--- src/rtl/sipo_deserializer.sv ---
// sipo_deserializer: WIDTH-bit serial-in/parallel-out deserializer with held output, valid/ready handshake and overrun pulse.
// Define PARITY_EN to append one even-parity bit per frame, reported through parity_err.
module sipo_deserializer #(
  parameter int WIDTH = 8,
  parameter bit MSB_FIRST = 1'b1,
  localparam int CW = $clog2(WIDTH + 2)
) (
  input  logic             clk,
  input  logic             rst,
  input  logic             d,
  input  logic             d_valid,
  input  logic             clr,
  output logic [WIDTH-1:0] q,
  output logic [CW-1:0]    bit_cnt,
  output logic [WIDTH-1:0] pout,
  output logic             pout_valid,
  input  logic             pout_ready,
  output logic             overrun,
  output logic             parity_err
);
`ifdef PARITY_EN
  localparam int FRAME = WIDTH + 1;
`else
  localparam int FRAME = WIDTH;
`endif
  logic [WIDTH-1:0] q_q, q_d, pout_q, pout_d, shifted, word;
  logic [CW-1:0] cnt_q, cnt_d;
  logic pout_valid_q, pout_valid_d, overrun_q, overrun_d, parity_err_q, parity_err_d;
  logic accept, last, take, data_bit, perr;
  always_comb begin
    accept = d_valid & ~clr;
    last = accept & (cnt_q == CW'(FRAME - 1));
    shifted = MSB_FIRST ? {q_q[WIDTH-2:0], d} : {d, q_q[WIDTH-1:1]};
`ifdef PARITY_EN
    data_bit = cnt_q < CW'(WIDTH);
    word = q_q;
    perr = ^q_q ^ d;
`else
    data_bit = 1'b1;
    word = shifted;
    perr = 1'b0;
`endif
    take = ~pout_valid_q | pout_ready;
    q_d = clr ? '0 : (accept & data_bit) ? shifted : q_q;
    cnt_d = clr ? '0 : accept ? (last ? '0 : cnt_q + 1'b1) : cnt_q;
    pout_d = (last & take) ? word : pout_q;
    parity_err_d = (last & take) ? perr : parity_err_q;
    pout_valid_d = last | (pout_valid_q & ~pout_ready);
    overrun_d = last & ~take;
  end
  always_ff @(posedge clk or posedge rst) begin
    if (rst) begin
      q_q <= '0;
      cnt_q <= '0;
      pout_q <= '0;
      pout_valid_q <= 1'b0;
      overrun_q <= 1'b0;
      parity_err_q <= 1'b0;
    end else begin
      q_q <= q_d;
      cnt_q <= cnt_d;
      pout_q <= pout_d;
      pout_valid_q <= pout_valid_d;
      overrun_q <= overrun_d;
      parity_err_q <= parity_err_d;
    end
  end
  assign q = q_q;
  assign bit_cnt = cnt_q;
  assign pout = pout_q;
  assign pout_valid = pout_valid_q;
  assign overrun = overrun_q;
  assign parity_err = parity_err_q;
endmodule
--- config.mk ---
export PLATFORM = sky130hd
export DESIGN_NAME = sipo_deserializer
export DESIGN_NICKNAME = d
export VERILOG_FILES = /design/src/rtl/sipo_deserializer.sv
export SDC_FILE = /design/constraint.sdc
export NUM_CORES = 1
export LEC_CHECK = 0
export ABC_CLOCK_PERIOD_IN_PS = 1350
export BUFFER_PORTS_ARGS = -buffer_cell sky130_fd_sc_hd__buf_4
export CAP_MARGIN = 5
export CORE_UTILIZATION = 44
export DETAILED_ROUTE_END_ITERATION = 8
export PLACE_DENSITY_LB_ADDON = 0.2
export SYNTH_ARGS = -nofsm -noshare
export SYNTH_HDL_FRONTEND = slang
export SYNTH_SLANG_ARGS = --single-unit
--- constraint.sdc ---
create_clock -name clk -period 1.35 [get_ports clk]
set_input_delay 0.405 -clock clk [delete_from_list [all_inputs] [get_ports clk]]
set_output_delay 0.405 -clock clk [all_outputs]
set_load 0.005 [all_outputs]
=== After elaboration in Yosys (flattened, before gate mapping) ===
Index checks and enable logic that the tools add are counted.

* Register bits after elaboration: 22

* $add $sub $neg: 1
* Equal/unequal tests: 1
* Mux-type cells: 5
* Bitwise gates (word level): 11
* Reduce and logical (&&, ||, !) cells: 1

{| class="wikitable"
|+ Operators by type and width
! cell !! number
|-
| 2-to-1 mux 8 bit || 2
|-
| 2-to-1 mux 4 bit || 3
|-
| bitwise AND 1 bit || 5
|-
| adder 4 x 1 -> 4 bit, second input constant || 1
|-
| equality test 4 x 3 -> 1 bit, second input constant || 1
|-
| inverter 1 bit || 4
|-
| OR 1 bit || 2
|-
| nonzero test 2 bit || 1
|}

=== Logic depth before layout (Yosys ltp) ===
Gate-level depths: netlist of the first run.

* Depth after elaboration: 6
* Depth in mapped cells: 5
* Depth with buffers taken out: 4

=== Worst setup path after synthesis of the first run ===
OpenSTA, ideal clock, no wires.

* Kind: register to register
* Start: register cnt_q[0], in the netlist bit_cnt[0]
* End: register pout_q[0], in the netlist pout[0]
* Data arrival time: 1.317 ns
* Slack: -0.092 ns
* Stages on the path, launching flop included: 6
* Path buffers: 1
* Period minus slack after synthesis: 1.442 ns
* Cell sequence: dfrtp_1 > ha_1 > nand2_2 > and3b_1 > buf_6 > mux2_4

* Longest elaborated chain between the ends: 3

{| class="wikitable"
|+ RTL lines
! item !! line !! source
|-
| start: declaration || 27 || <nowiki>logic [CW-1:0] cnt_q, cnt_d;</nowiki>
|-
| start signal: assignment || 61 || <nowiki>cnt_q <= cnt_d;</nowiki>
|-
| equality test 4 x 3 -> 1 bit || 32 || <nowiki>last = accept & (cnt_q == CW'(FRAME - 1));</nowiki>
|-
| bitwise AND 1 bit || 32 ||
|-
| bitwise AND 1 bit || n/a ||
|-
| end signal: assignment || 62 || <nowiki>pout_q <= pout_d;</nowiki>
|-
| end: declaration || 26 || <nowiki>logic [WIDTH-1:0] q_q, q_d, pout_q, pout_d, shifted, word;</nowiki>
|}

No other way between the ends.
A chain may end at the register's enable or synchronous reset.

=== Worst setup path after layout of the first run ===
* Start: register cnt_q[0], in the netlist bit_cnt[0]
* End: register pout_q[1], in the netlist pout[1]

The elaborated chain is that of the path after synthesis.

==> results of run 1 <==
-- area by class of cell --
type,count,area [sq um],area share
repair buffers,40,335,0.250
well taps,27,33.8,0.0252
clock buffers,4,36.3,0.0271
inverters,1,3.75,0.00280
flip-flops and latches,22,551,0.411
multi-input cells,45,379,0.283
-- cells by family (layout without fill, tap and decap cells) --
| logic type | Yosys count | after routing |
|---|---|---|
| buffers and inverters | 6 | 45 |
| other | 1 | 1 |
| and+or+nand+nor | 23 | 23 |
| adders and majority gates | 1 | 1 |
| AOI/OAI and AO/OA | 2 | 2 |
| xor gates and xnor gates | 1 | 1 |
| DFF | 22 | 22 |
| muxes | 17 | 17 |
-- synthesized netlist by cell type, types with 2 or more instances --
library cell	count	share of area
nor2_1	11	0.043
nand2_1	2	0.0078
nand2b_1	2	0.013
nand3b_1	2	0.016
buf_6	2	0.023
mux2_4	8	0.13
dfrtp_1	22	0.57
mux2i_1	9	0.094
a21oi_1	2	0.010
-- critical path, cell delays in order (launching register included) --
cell	delay, ns
dfrtp_1	0.41
ha_2	0.20
nand2_2	0.06
and3b_2	0.22
buf_12	0.14
mux2_4	0.29
-- per-stage QoR --
stage	TNS, ns	hold WS [ns]	std cells
2_1_floorplan	-0.635	0.394	73
3_3_place_gp	-1.19	0.458	132
3_5_place_dp	-1.13	0.468	132
4_1_cts	-0.688	0.119	137
5_1_grt	-1.22	0.130	139
6_report	-0.714	0.113	139
-- worst max-delay path by stage --
stage | from | to | cells past startpoint
after floorplan | bit_cnt[0]$_DFFE_PP0P_ | pout[0]$_DFFE_PP0P_ | 5
after CTS | bit_cnt[0]$_DFFE_PP0P_ | pout[6]$_DFFE_PP0P_ | 5
after global routing | bit_cnt[0]$_DFFE_PP0P_ | pout[7]$_DFFE_PP0P_ | 5
after global placement | clr | pout[4]$_DFFE_PP0P_ | 5
final | bit_cnt[0]$_DFFE_PP0P_ | pout[1]$_DFFE_PP0P_ | 5
after detailed placement | clr | pout[5]$_DFFE_PP0P_ | 5
-- registers in the layout, summed over array words and instances (netlist names) --
signal	count
q	8
pout_valid	1
pout	8
bit_cnt	4
overrun	1
-- cell usage in the layout, fill, tap and decap left out, types with 2 or more instances in the layout --
cell / n
nand2b_1: 2
nand2_1: 2
clkbuf_4: 3
nand3b_1: 2
buf_4: 33
mux2_4: 8
nor2_1: 11
buf_6: 6
dfrtp_1: 22
mux2i_1: 9
-- power breakdown --
part           internal [mW]  switching (mW)
clock                  0.165           0.203
combinational         0.0528          0.0506
sequential             0.667         0.00700
total                  0.885           0.260
-- metal layers --
metal | GRT usage | share of wire | up-vias
met5 | 0 | 0 | -
met4 | 0.0882 | 0.016 | 0
met3 | 0.0220 | 0.043 | 4
met2 | 0.271 | 0.47 | 23
met1 | 0.219 | 0.47 | 323
li1 | - | - | 323
-- timing repair --
item,4_1_cts,5_1_grt
gates resized for setup,2,7
pin swaps,0,1
endpoints found under the hold margin,0,0
setup endpoints to repair,12,12
buffers inserted,1,2
==> results.toml, run 1 <==
[outcome]
status = "complete, but fails checks"
violations = "negative setup slack"

[die]
io_pins = 29
die_y_um = 48.7
start_util = 0.479
die_x_um = 48.7
row_count = 16
die-area_sq_um = 2370
core_area_sq_um = 2000

[sta]
finalMaxSlewViolations = 0
finalHoldViolCount = 0
min_period_ns = 1.43
finClkSkew_ns = 0.00336
setup_viol = 12
setup_slack_ns = -0.0791
finalCritPeriodShare = 1.06
rsz0062_at_grt = "true"
fmax_ghz = 0.700

[layout]
fill_cells = 170
n_antenna_cell = 0
final_core_util = 0.669
fin_nets = 120
area_growth_pct = 39.5
fin_area_sq_um = 1340
layout-drive-gt1-share = 0.518

[cts]
clk_pin_slew_worst_paths_ns = 0.12
htreeDepth = 1
ctsRootBufferMaster = "clkbuf_4"
cts_tree = "yes"
cts_hold_buf = 0
cts_buffers = 3
cts_sinks = 22
insertion_delay_ns = 0.31
clk_path_buf_depth = 2

[synthesis]
seq_area_frac_synth = 0.574
syn_area_per_cell_sq_um = 13.1
synthSimpleGateAreaFrac = 0.126
synth_top_family_by_area = "multiplexers"
ys_ff_latch = 22
synth-main-ff-cell = "dfrtp_1"
synth_edf_count = 0
synthCells = 73
synthAdderAreaFrac = 0.0130
ys_warn_count = 0
synth-xor-area-share = 0.00913
synth_compound_area_frac = 0.0104
synthDistinctLibCells = 22
syn_area_sq_um = 960
async_flop_share = 1.00
synth_fp_nets = 80
synth_mux_area_frac = 0.219

[worst_setup_path]
cp_data_arrival_time_ns = 1.64
end_kind = "register"
worstPathMaxFanout = 8
ff2ff_path_depth = 5
ff2ff_setup_slack_ns = -0.08
crit_required_ns = 1.56
r2r_start = "bit_cnt[0]$_DFFE_PP0P_"
startpoint_type = "register"
critPathKind = "register to register"
r2r_end = "pout[1]$_DFFE_PP0P_"

[power_and_ir_drop]
power_density_nw_per_um2 = 855
p_leak_nw = 0.715
irDropWorstVdd_v = 0.000566
fin_total_pwr_mw = 1.15

[routing]
wirelength_um = 1870
drcViolationCount = 0
drt_first_pass_iters = 4
route.vias.total = 673
drtIter0Drc = 4
detail_route.vias_per_cell = 4.84
ant_nets = 0
wire_per_inst_um = 13.5

[global_routing]
grt_pass1_wl_um = 3020
grt_max_degree = 23
track_usage = 0.168
antenna_found_initial = 0
overflow = 0
grt_pass1_vias = 681

[placement]
hpwl_um = 1220
io_buffers = 27
place_area_sq_um = 1250
place_congestion = 0.727
place_ws_ns = -0.144

[flow_run]
drv_cap = 0

[worst_hold_path]
hp-class = "input pin to async pin"
No activity file was read; power rests on OpenSTA's default activity.
==> run 2, diff against run 1 <==
- SETUP_SLACK_MARGIN: unset -> 0.5
==> results.toml, run 2 (synthesis gave the netlist of run 1 again) <==
[cts]
ctsRootBufferMaster = "clkbuf_4"
htreeDepth = 1
cts_buffers = 3
cts_tree = "yes"
cts_hold_buf = 0
clk_path_buf_depth = 2
cts_sinks = 22
insertion_delay_ns = 0.31
clk_pin_slew_worst_paths_ns = 0.12

[outcome]
violations = "negative setup slack"
status = "complete, but fails checks"

[layout]
final_common_cell = "buf_6"
layout-drive-gt1-share = 0.592
n_antenna_cell = 0
fin_area_sq_um = 1590
layout_common_cells = "32 x buf_6, 25 x buf_4, 22 x dfrtp_1"
fin_cells = 157
fin_nets = 138
area_growth_pct = 65.2
fill_cells = 127

[routing]
drtIter0Drc = 3
drcViolationCount = 0
drt_first_pass_iters = 3
wirelength_um = 2220
detail_route.vias_per_cell = 4.83
wire_per_inst_um = 14.1
route.vias.total = 759
ant_nets = 0

[die]
row_count = 16
io_pins = 29
die_x_um = 48.7
die_y_um = 48.7
core_area_sq_um = 2000
die-area_sq_um = 2370
start_util = 0.479

[flow_run]
drv_cap = 0

[placement]
place_area_sq_um = 1250
io_buffers = 27
place_congestion = 0.770
hpwl_um = 1260
placed_cells = 132
place_ws_ns = -0.164

[sta]
finalMaxSlewViolations = 0
setup_slack_ns = -0.104
min_period_ns = 1.45
finalHoldWorstSlack_ns = 0.130
finalHoldViolCount = 0
rsz0062_at_grt = "true"
finalCritPeriodShare = 1.08
finalSetupTns_ns = -0.924
finClkSkew_ns = 0.00873
setup_viol = 13
fmax_ghz = 0.688

[power_and_ir_drop]
irDropWorstVdd_v = 0.000591
combPwrFrac = 0.101
clock_power_share = 0.313
power_density_nw_per_um2 = 727
power.share.switching = 0.223
p_int_mw = 0.895
p_leak_nw = 0.829
p_sw_mw = 0.258
sequentialPowerShare = 0.586

[worst_setup_path]
crit_required_ns = 1.54
cp_data_arrival_time_ns = 1.65
startpoint_type = "register"
critPathKind = "register to register"
worstPathMaxFanout = 8
end_kind = "register"

[global_routing]
grt_pass1_wl_um = 3670
overflow = 0
grt_pass1_vias = 800
grt_max_degree = 23
track_usage = 0.203
antenna_found_initial = 0

[worst_hold_path]
hp-class = "input pin to async pin"
[run 2: worst paths after layout]
path	depth (start not counted)	startpoint	slack, ns	endpoint
worst max-delay path	5	bit_cnt[0]$_DFFE_PP0P_	-0.10	pout[2]$_DFFE_PP0P_
worst min-delay path	3	rst	0.13	pout[7]$_DFFE_PP0P_
worst max register to register	5	bit_cnt[0]$_DFFE_PP0P_	-0.10	pout[2]$_DFFE_PP0P_
worst min register to register	1	pout[3]$_DFFE_PP0P_	0.55	pout[3]$_DFFE_PP0P_
max in group asynchronous	3	rst	1.00	overrun$_DFF_PP0_
min in group clk	2	d	0.35	pout[0]$_DFFE_PP0P_
[run 2: cell type report]
class	instances	area, sq um	area share
Tap cell	27	33.8	0.0213
Clock buffer	4	36.3	0.0229
Timing Repair Buffer	58	568	0.358
Sequential cell	22	551	0.347
Inverter	1	3.75	0.00237
Multi-Input combinational cell	45	393	0.248
[run 2: power by group through the flow]
stage               logic (mW)  registers (mW)  clock network, mW
finish                   0.117           0.675              0.360
global route             0.129           0.677              0.393
CTS                      0.113           0.674              0.364
detailed placement      0.0974           0.686                  0
global placement        0.0945           0.686                  0
floorplan               0.0530           0.688                  0
[run 2: per-layer routing]
layer	GRT usage	part of all wire
met1	0.254	0.43
met2	0.368	0.52
met3	0.0314	0.036
met4	0.0441	0.0077
met5	0	0
[run 2: worst max-delay path, cell delays in order, from the launching register on]
cell,delay [ns]
dfrtp_1,0.43
ha_4,0.17
nand2_2,0.06
and3b_2,0.22
buf_12,0.15
mux2_4,0.30
[run 2: metrics by stage]
stage | util | total power [mW]
after CTS | 0.753 | 1.15
after detailed placement | 0.623 | 0.784
after floorplan | - | 0.741
after global placement | 0.623 | 0.780
after global routing | 0.792 | 1.20
final | 0.792 | 1.15
[run 2: what timing repair did]
item | in CTS | in global routing
setup buffers | 16 | 5
endpoints found under the hold margin | 0 | 0
pin swaps | 2 | 5
cloned | 0 | 0
setup endpoints to repair | 36 | 44
gates resized for setup | 26 | 11
